--- config.mk ---
export PLATFORM = sky130hd
export DESIGN_NAME = inference_ctrl_flat
export DESIGN_NICKNAME = d
export VERILOG_FILES = /design/src/rtl/inference_pkg.sv /design/src/rtl/inference_ctrl_if.sv /design/src/rtl/aer_sync2.sv /design/src/rtl/inference_ctrl.sv /design/src/flat_wrapper.sv
export SDC_FILE = /design/constraint.sdc
export NUM_CORES = 1
export LEC_CHECK = 0
export ABC_AREA = 1
export CAP_MARGIN = 40
export CORE_MARGIN = 8
export CORE_UTILIZATION = 35
export CTS_CLUSTER_SIZE = 28
export DETAILED_ROUTE_END_ITERATION = 12
export GPL_TIMING_DRIVEN = 0
export PLACE_DENSITY_LB_ADDON = 0.08
export SYNTH_ARGS = -nofsm -noshare
export SYNTH_HDL_FRONTEND = slang
export SYNTH_SLANG_ARGS = --single-unit
--- constraint.sdc ---
create_clock -name CLK -period 1.94 [get_ports CLK]
set_clock_uncertainty 0.1 [all_clocks]
set_input_delay 0.291 -clock CLK [delete_from_list [all_inputs] [get_ports CLK]]
set_output_delay 0.291 -clock CLK [all_outputs]
set_load 0.01 [all_outputs]
--- src/rtl/inference_pkg.sv ---
// Shared types and defaults for the per-image inference sequencer.
package inference_pkg;

  typedef enum logic [2:0] {
    IDLE,
    STREAM,
    REQ_HI,
    REQ_LO,
    DRAIN,
    FINISH
  } ctrl_state_t;

  localparam int unsigned DRAIN_CYCLES_DEF = 8;
  localparam int unsigned ACK_TIMEOUT_DEF  = 1023;

endpackage

--- src/rtl/inference_ctrl_if.sv ---
// Four-phase AER output link: address + REQ from the sequencer, ACK back from the off-block input.
interface inference_ctrl_if #(
  parameter int unsigned ADDR_W = 9
) ();

  logic [ADDR_W-1:0] AEROUT_ADDR;
  logic              AEROUT_REQ;
  logic              AEROUT_ACK;

  modport master (
    output AEROUT_ADDR,
    output AEROUT_REQ,
    input  AEROUT_ACK
  );

  modport slave (
    input  AEROUT_ADDR,
    input  AEROUT_REQ,
    output AEROUT_ACK
  );

endinterface

--- src/rtl/aer_sync2.sv ---
// Two-flop synchroniser for the AER acknowledge, which arrives asynchronously to CLK.
module aer_sync2 (
  input  logic CLK,
  input  logic RST,
  input  logic async_i,
  output logic sync_o
);

  logic [1:0] ff_q;

  always_ff @(posedge CLK or posedge RST) begin
    if (RST) begin
      ff_q <= '0;
    end else begin
      ff_q <= {ff_q[0], async_i};
    end
  end

  assign sync_o = ff_q[1];

endmodule

--- src/rtl/inference_ctrl.sv ---
// Per-image sequencer: starts the sorter, turns sorted pixel indices into AER handshakes and
// stops the image on the first output spike (or once fully encoded), reporting the class.
module inference_ctrl
  import inference_pkg::*;
#(
  parameter int unsigned IMAGE_SIZE      = 256,
  parameter int unsigned IMAGE_SIZE_BITS = $clog2(IMAGE_SIZE),
  parameter int unsigned N_CLASSES       = 10,
  parameter int unsigned CLASS_BITS      = $clog2(N_CLASSES),
  parameter int unsigned ACK_TIMEOUT     = ACK_TIMEOUT_DEF,
  parameter int unsigned DRAIN_CYCLES    = DRAIN_CYCLES_DEF
) (
  input  logic                     CLK,
  input  logic                     RST,
  input  logic                     START,
  output logic                     BUSY,
  output logic                     NEW_IMAGE,
  input  logic [IMAGE_SIZE_BITS:0] NEXT_INDEX,
  input  logic                     FOUND_NEXT_INDEX,
  input  logic                     IMAGE_ENCODED,
  output logic                     AERIN_CTRL_BUSY,
  output logic                     INFERENCE_DONE,
  input  logic                     SNN_SPIKE_VALID,
  input  logic [CLASS_BITS-1:0]    SNN_SPIKE_ID,
  output logic [CLASS_BITS-1:0]    RESULT,
  output logic                     RESULT_VALID,
  output logic                     RESULT_NONE,
  output logic                     TIMEOUT_ERR,
  inference_ctrl_if.master         aer
);

  localparam int unsigned CNT_W = $clog2(ACK_TIMEOUT + 1);
  localparam logic [CNT_W-1:0] TO_LAST    = CNT_W'(ACK_TIMEOUT - 1);
  localparam logic [CNT_W-1:0] DRAIN_LAST = CNT_W'(DRAIN_CYCLES - 1);

  ctrl_state_t              state_q, state_d;
  logic [CNT_W-1:0]         cnt_q, cnt_d;
  logic [IMAGE_SIZE_BITS:0] addr_q, addr_d;
  logic [CLASS_BITS-1:0]    result_q, result_d;
  logic                     won_q, won_d;
  logic                     none_q, none_d;
  logic                     tmo_q, tmo_d;
  logic                     busy_q, new_image_q, ctrl_busy_q, req_q, done_q, valid_q;
  logic                     ack_s;
  logic                     spike_new;
  logic                     timed_out;

  aer_sync2 u_ack_sync (
    .CLK     (CLK),
    .RST     (RST),
    .async_i (aer.AEROUT_ACK),
    .sync_o  (ack_s)
  );

  assign spike_new = SNN_SPIKE_VALID && !won_q;
  assign timed_out = (cnt_q == TO_LAST);

  always_comb begin
    state_d  = state_q;
    addr_d   = addr_q;
    result_d = result_q;
    won_d    = won_q;
    none_d   = none_q;
    tmo_d    = tmo_q;

    // A spike during an open handshake is latched now; the handshake still completes.
    if ((state_q == STREAM || state_q == REQ_HI || state_q == REQ_LO) && spike_new) begin
      result_d = SNN_SPIKE_ID;
      won_d    = 1'b1;
    end

    case (state_q)
      IDLE: begin
        if (START) begin
          none_d  = 1'b0;
          tmo_d   = 1'b0;
          won_d   = 1'b0;
          state_d = STREAM;
        end
      end
      STREAM: begin
        if (spike_new) begin
          state_d = DRAIN;
        end else if (IMAGE_ENCODED) begin
          none_d  = 1'b1;
          state_d = FINISH;
        end else if (FOUND_NEXT_INDEX) begin
          addr_d  = NEXT_INDEX;
          state_d = REQ_HI;
        end
      end
      REQ_HI, REQ_LO: begin
        if ((state_q == REQ_HI) && ack_s) begin
          state_d = REQ_LO;
        end else if ((state_q == REQ_LO) && !ack_s) begin
          state_d = won_d ? DRAIN : STREAM;
        end else if (timed_out) begin
          tmo_d   = 1'b1;
          none_d  = !won_d;
          state_d = DRAIN;
        end
      end
      DRAIN: begin
        if (cnt_q == DRAIN_LAST) state_d = FINISH;
      end
      FINISH:  state_d = IDLE;
      default: state_d = IDLE;
    endcase
  end

  // One saturating counter serves both the ACK wait and the drain; it restarts on every state change.
  always_comb begin
    cnt_d = '0;
    if (state_d == state_q) begin
      cnt_d = (cnt_q == '1) ? cnt_q : cnt_q + 1'b1;
    end
  end

  always_ff @(posedge CLK or posedge RST) begin
    if (RST) begin
      state_q     <= IDLE;
      cnt_q       <= '0;
      addr_q      <= '0;
      result_q    <= '0;
      won_q       <= 1'b0;
      none_q      <= 1'b0;
      tmo_q       <= 1'b0;
      busy_q      <= 1'b0;
      new_image_q <= 1'b0;
      ctrl_busy_q <= 1'b0;
      req_q       <= 1'b0;
      done_q      <= 1'b0;
      valid_q     <= 1'b0;
    end else begin
      state_q     <= state_d;
      cnt_q       <= cnt_d;
      addr_q      <= addr_d;
      result_q    <= result_d;
      won_q       <= won_d;
      none_q      <= none_d;
      tmo_q       <= tmo_d;
      busy_q      <= (state_d != IDLE);
      new_image_q <= (state_q == IDLE) && (state_d == STREAM);
      ctrl_busy_q <= (state_d == REQ_HI) || (state_d == REQ_LO);
      req_q       <= (state_d == REQ_HI);
      done_q      <= (state_d == DRAIN);
      valid_q     <= (state_d == FINISH);
    end
  end

  assign BUSY            = busy_q;
  assign NEW_IMAGE       = new_image_q;
  assign AERIN_CTRL_BUSY = ctrl_busy_q;
  assign INFERENCE_DONE  = done_q;
  assign RESULT          = result_q;
  assign RESULT_VALID    = valid_q;
  assign RESULT_NONE     = none_q;
  assign TIMEOUT_ERR     = tmo_q;
  assign aer.AEROUT_ADDR = addr_q;
  assign aer.AEROUT_REQ  = req_q;

endmodule

--- src/flat_wrapper.sv ---
// flat-port wrapper written by rule: the top's interface ports become plain ports
module inference_ctrl_flat import inference_pkg::*;
#(
  parameter int unsigned IMAGE_SIZE      = 256,
  parameter int unsigned IMAGE_SIZE_BITS = $clog2(IMAGE_SIZE),
  parameter int unsigned N_CLASSES       = 10,
  parameter int unsigned CLASS_BITS      = $clog2(N_CLASSES),
  parameter int unsigned ACK_TIMEOUT     = ACK_TIMEOUT_DEF,
  parameter int unsigned DRAIN_CYCLES    = DRAIN_CYCLES_DEF
)
  (CLK, RST, START, BUSY, NEW_IMAGE, NEXT_INDEX, FOUND_NEXT_INDEX, IMAGE_ENCODED, AERIN_CTRL_BUSY, INFERENCE_DONE, SNN_SPIKE_VALID, SNN_SPIKE_ID, RESULT, RESULT_VALID, RESULT_NONE, TIMEOUT_ERR, aer_AEROUT_ADDR, aer_AEROUT_REQ, aer_AEROUT_ACK);
  inference_ctrl_if #(.ADDR_W((9))) aer_i ();
  input  logic CLK;
  input  logic RST;
  input  logic START;
  output logic BUSY;
  output logic NEW_IMAGE;
  input  logic [IMAGE_SIZE_BITS:0] NEXT_INDEX;
  input  logic FOUND_NEXT_INDEX;
  input  logic IMAGE_ENCODED;
  output logic AERIN_CTRL_BUSY;
  output logic INFERENCE_DONE;
  input  logic SNN_SPIKE_VALID;
  input  logic [CLASS_BITS-1:0] SNN_SPIKE_ID;
  output logic [CLASS_BITS-1:0] RESULT;
  output logic RESULT_VALID;
  output logic RESULT_NONE;
  output logic TIMEOUT_ERR;
  output wire logic [$bits(aer_i.AEROUT_ADDR)-1:0] aer_AEROUT_ADDR;
  output wire logic [$bits(aer_i.AEROUT_REQ)-1:0] aer_AEROUT_REQ;
  input wire logic [$bits(aer_i.AEROUT_ACK)-1:0] aer_AEROUT_ACK;
  assign aer_AEROUT_ADDR = aer_i.AEROUT_ADDR;
  assign aer_AEROUT_REQ = aer_i.AEROUT_REQ;
  assign aer_i.AEROUT_ACK = aer_AEROUT_ACK;
  inference_ctrl #(.IMAGE_SIZE(IMAGE_SIZE), .IMAGE_SIZE_BITS(IMAGE_SIZE_BITS), .N_CLASSES(N_CLASSES), .CLASS_BITS(CLASS_BITS), .ACK_TIMEOUT(ACK_TIMEOUT), .DRAIN_CYCLES(DRAIN_CYCLES)) u_core (.CLK(CLK), .RST(RST), .START(START), .BUSY(BUSY), .NEW_IMAGE(NEW_IMAGE), .NEXT_INDEX(NEXT_INDEX), .FOUND_NEXT_INDEX(FOUND_NEXT_INDEX), .IMAGE_ENCODED(IMAGE_ENCODED), .AERIN_CTRL_BUSY(AERIN_CTRL_BUSY), .INFERENCE_DONE(INFERENCE_DONE), .SNN_SPIKE_VALID(SNN_SPIKE_VALID), .SNN_SPIKE_ID(SNN_SPIKE_ID), .RESULT(RESULT), .RESULT_VALID(RESULT_VALID), .RESULT_NONE(RESULT_NONE), .TIMEOUT_ERR(TIMEOUT_ERR), .aer(aer_i));
endmodule
# == After elaboration in Yosys (flattened, before gate mapping) ==
# Index checks and enable logic that the tools add are counted.
# word_totals
ff_bits,37
out_inout_bits,21
elab_cells,82
# classes
addsub,1
eq_ne,20
n_mux,26
bitwise,2
n_reduce_logical,19
# ops
operator,n
$mux 3,9
$eq 10x10->1 const B,2
$mux 10,2
$eq 3x2->1 const B,4
$mux 1,12
$ne 2x2->1 const B,6
$pmux 3 s4,1
$add 10x1->10 const B,1
$eq 10x3->1 const B,1
$eq 3x3->1 const B,3
$reduce_and 7->1,1
$eq 3x1->1 const B,2
$reduce_bool 3->1,2
$logic_and 1x1->1,5
$reduce_and 5->1,1
$reduce_and 4->1,1
$eq 3x3->1,1
$logic_not 1->1,3
$logic_not 3->1,1
$logic_or 1x1->1,3
$pmux 1 s3,1
$ne 2x1->1 const B,1
$not 1->1,2
$pmux 1 s2,1
2 further kinds,2

# == Depth between registers and ports, before layout ==
# depth
word_depth,11
ltp_mapped,11

# == Cells and area by module ==
# A second synthesis with hierarchy kept.
# hier_totals
cells_unflattened,221
area_unflattened_um2,1809.2
# modules_own_cells
mod,instances,cells_each,area_per_inst_um2,seq_area_each_um2
inference_ctrl,1,218,1755.4,875.8
aer_sync2,1,3,53.8,50.0

# == Least setup slack after synthesis ==
# No wires, ideal clock.
# synth_timing
path_kind,flip-flop to flip-flop
from,reg u_core.cnt_q[0]
to,reg u_core.busy_q (netlist: u_core.BUSY)
arrival_ps,1360
t_required_ps,1716
slack_ps,356
stages_incl_launch_ff,11
path_buffers,0
path_cell_list,dfrtp_1 inv_1 ha_1 inv_1 nor2_1 nand3_2 nand3_1 nand2_1 inv_2 nand4_1 or2_1
# synth_via
elab_chain_cells,6
word_cells_on_any_way,8
# synth_rtl
item,line,source
"start, declared",inference_ctrl.sv:37,"logic [CNT_W-1:0] cnt_q, cnt_d;"
"start signal, assigned",inference_ctrl.sv:136,cnt_q <= cnt_d;
$eq 10x10->1,inference_ctrl.sv:56,assign timed_out = (cnt_q == TO_LAST);
$mux 3,inference_ctrl.sv:97,end else if (timed_out) begin
$mux 3,inference_ctrl.sv:95,end else if ((state_q == REQ_LO) && !ack_s) begin
$mux 3,inference_ctrl.sv:93,if ((state_q == REQ_HI) && ack_s) begin
$pmux 3 s4 (*),inference_ctrl.sv:72,case (state_q)
named net u_core.state_d[1],inference_ctrl.sv:36,"ctrl_state_t state_q, state_d;"
$reduce_bool 3->1 (*),inference_ctrl.sv:142,busy_q <= (state_d != IDLE);
"end signal, assigned",inference_ctrl.sv:142,
"end, declared",inference_ctrl.sv:43,"logic busy_q, new_image_q, ctrl_busy_q, req_q, done_q, valid_q;"
# Mark *: on every way through the listed nets, which the timed path passes. The rest lies on a longest branch.
# A chain may end at the register's enable or synchronous reset.

# == Worst setup path after layout ==
# Ends and elaborated chain as after synthesis.

==> PnR_summary.wiki <==
{| class="wikitable"
! Metric !! Value
|-
| Remaining antenna violation count || 0
|-
| Number of clock sinks seen by CTS || 37
|-
| Cell count after synthesis || 226
|-
| WL/cell || 12.00 um
|-
| CP Data Arrival Time || 1850 ps
|-
| HPWL reported at the end of detailed placement || 2.986 mm
|-
| Congestion Overflow GR || 0
|-
| Die height || 87.53 um
|-
| Class of the tightest hold or removal check || reg -> reg
|-
| Number of antenna violations at the first check in global routing || 0
|-
| Critical Path Fanout Max || 4
|-
| Worst VDD drop || 547.2 uV
|-
| Final core utilization || 48.18%
|-
| Syn nets || 248
|-
| CTS HTree Levels || 2
|-
| Pre-CTS setup slack || -227.3 ps
|-
| Crit share post-route || 91.90%
|-
| Total die area || 7661 um2
|-
| Antenna Diode Count || 0
|-
| Upper clock frequency limit || 560.9 MHz
|-
| Total count of hold-check failures in the final report || 0
|-
| Critical path data required time || 2010 ps
|-
| Clock transition at path regs || 80 ps
|-
| Flip-flop and latch count after synthesis || 37
|-
| Final instance area || 2414 um2
|-
| Status || finished, final reports clean
|-
| Clock period minus final worst setup slack || 1783 ps
|-
| Number of distinct standard cells referenced by the synthesized netlist || 25
|-
| Number of detailed-route iterations in the first pass || 4
|-
| DR DRC count || 0
|-
| Via count normalized by instance count || 4.477
|-
| Ratio of cells with drive above 1 in the final layout || 10.87%
|-
| Number of top-level pins || 41
|-
| Worst slew pin tran || 758.1 ps
|-
| Multi-input gate area in the final layout || 790.8 um2
|-
| Die span in x || 87.53 um
|-
| Relative slew slack || 49.38%
|-
| Reported leakage power || 1.163 nW
|-
| Most common library cell in the layout ignoring fill and taps || nand2_1
|-
| Core area || 5010 um2
|-
| Worst-Skew Late Latency || 290 ps
|-
| Critical Path End Type || register
|-
| Maximum number of pins on one net before global-route repair || 38
|-
| Final setup violation count || 0
|-
| Clock buffer count from CTS || 5
|-
| Overall routing resource usage || 11.72%
|-
| Power Density || 1280 nW/um2
|-
| Commonest cells after routing, fill and taps aside || 77 x nand2_1, 40 x clkdlybuf4s50_1, 37 x dfrtp_1
|-
| TritonCTS clock tree || built
|-
| Placed Instance Area || 2278 um2
|-
| Final RePlAce weighted congestion || 0.9130
|-
| Synth warnings || 0
|-
| Avg Synthesized Cell Area || 7.922 um2
|-
| Unrepaired setup endpoints after global routing || no
|-
| First-pass GRT wire length || 7.169 mm
|-
| Root buf cell || clkbuf_8
|-
| Most used DFF post-synth || dfrtp_1
|-
| Initial detailed-routing violation count || 65
|-
| Netlist area before placement || 1790 um2
|-
| Startpoint types || register
|-
| Filler cell count in the final layout || 534
|-
| Min Hold Slack || 249.4 ps
|-
| Portion of the post-synthesis area used by sequential elements || 51.71%
|-
| Wirelength, routed || 4.152 mm
|-
| Share of synthesized flip-flops with an asynchronous set or reset || 100.0%
|-
| Number of maximum-capacitance violations || 0
|-
| Type of the worst setup path || reg -> reg
|-
| Port-buffer cells || 40
|-
| Aggregate negative setup slack || 0 ps
|-
| Routed via count || 1549
|-
| Area overhead of the layout relative to synthesis || 34.80%
|-
| Slew Viols, Final || 0
|-
| Count of flip-flops with a built-in enable after synthesis || 0
|-
| Layout Nets || 298
|-
| Hold buffers post-CTS || 0
|-
| Via count of the first global-routing pass || 1611
|-
| Core Rows || 26
|-
| Worst-case clock buffer depth || 2
|-
| Initial core utilization || 35.74%
|-
| Register area || 925.9 um2
|-
| Post-route setup slack || 157.2 ps
|}
cells in the mapped netlist (2+ instances only):
cell       n  share of area [%]
o21bai_1   2               0.84
nor3_1     2               0.56
inv_1     21                4.4
nor2_2     2               0.70
a21oi_1    4                1.1
nand3_2    3                1.7
nand4_1    4                1.4
nand2_1   78                 16
inv_2      5                1.0
ha_1       2                1.4
nand3_1   15                4.2
nor2_1    30                6.3
xor2_1     2               0.98
dfrtp_1   37                 52
nand2_2    3                1.0
xnor2_1    2               0.98
o21ai_0    6                1.7
report_power, final:
group          switching [mW]  total [mW]  internal, mW  leakage [nW]
Clock                   0.261       0.543         0.282        0.0443
Sequential              0.145        1.16          1.01         0.481
Combinational           0.752        1.39         0.639         0.639
per-layer routing:
metal  vias up  wire (um)  track usage [%]
met4         0         54            3.438
li1        801          -                -
met5         -          0                0
met3        10        224            4.340
met1       701       1838            13.21
met2        37       2035            20.11
worst max-delay path, stage by stage, from the launching register on:
cell and delay [ps]:
dfrtp_1 400, inv_1 100, ha_1 150, inv_1 30
nor2_1 120, nand3_2 120, nand3_1 140, nand2_1 100
inv_2 80, nand4_1 90, or2_1 230
path summary, 6_finish.rpt:
check,cells after the start,slack (ps),end,startpoint
worst max-delay path,10,160,u_core.BUSY$_DFF_PP0_,u_core.cnt_q[0]$_DFFE_PP0P_
worst min-delay path,0,250,u_core.u_ack_sync.ff_q[1]$_DFF_PP0_,u_core.u_ack_sync.ff_q[0]$_DFF_PP0_
worst max register to register,10,160,u_core.BUSY$_DFF_PP0_,u_core.cnt_q[0]$_DFFE_PP0P_
worst min register to register,0,250,u_core.u_ack_sync.ff_q[1]$_DFF_PP0_,u_core.u_ack_sync.ff_q[0]$_DFF_PP0_
max in group asynchronous,2,900,u_core.cnt_q[7]$_DFFE_PP0P_,RST
min in group asynchronous,2,350,u_core.cnt_q[8]$_DFFE_PP0P_,RST
metrics by stage:
step	total power, mW	cells
after floorplan	1.882	226
after global placement	2.479	336
after detailed placement	2.480	336
after CTS	3.045	343
after global routing	3.346	346
final	3.088	346
sequential cells by signal, indices dropped and copies added, names as in the netlist:
| signal | flops |
|---|---|
| u_core.AERIN_CTRL_BUSY | 1 |
| u_core.BUSY | 1 |
| u_core.INFERENCE_DONE | 1 |
| u_core.NEW_IMAGE | 1 |
| u_core.RESULT | 4 |
| u_core.RESULT_NONE | 1 |
| u_core.RESULT_VALID | 1 |
| u_core.TIMEOUT_ERR | 1 |
| u_core.aer.AEROUT_ADDR | 9 |
| u_core.aer.AEROUT_REQ | 1 |
| u_core.cnt_q | 10 |
| u_core.state_q | 3 |
| u_core.u_ack_sync.ff_q | 2 |
| u_core.won_q | 1 |
timing repair:
action,CTS,global route
resized for setup,0,7
endpoints found under the setup margin,0,11
buffers inserted,0,2
cells by family after synthesis:
family | count (synthesis) | synth area share (%)
and+or+nand+nor | 141 | 34.24
buffers and inverters | 27 | 5.730
AOI/OAI and AO/OA | 15 | 4.962
xor gates and xnor gates | 4 | 1.957
adders and majority gates | 2 | 1.397
DFF | 37 | 51.71
area by class of cell:
cell class | count | area share [%]
flip-flops and latches | 37 | 38.36
multi-input cells | 163 | 32.76
repair buffers | 42 | 17.21
inverters | 26 | 4.147
well taps | 70 | 3.629
clock buffers | 7 | 3.577
plain buffers | 1 | 0.3110
No activity file was read; power rests on OpenSTA's default activity.
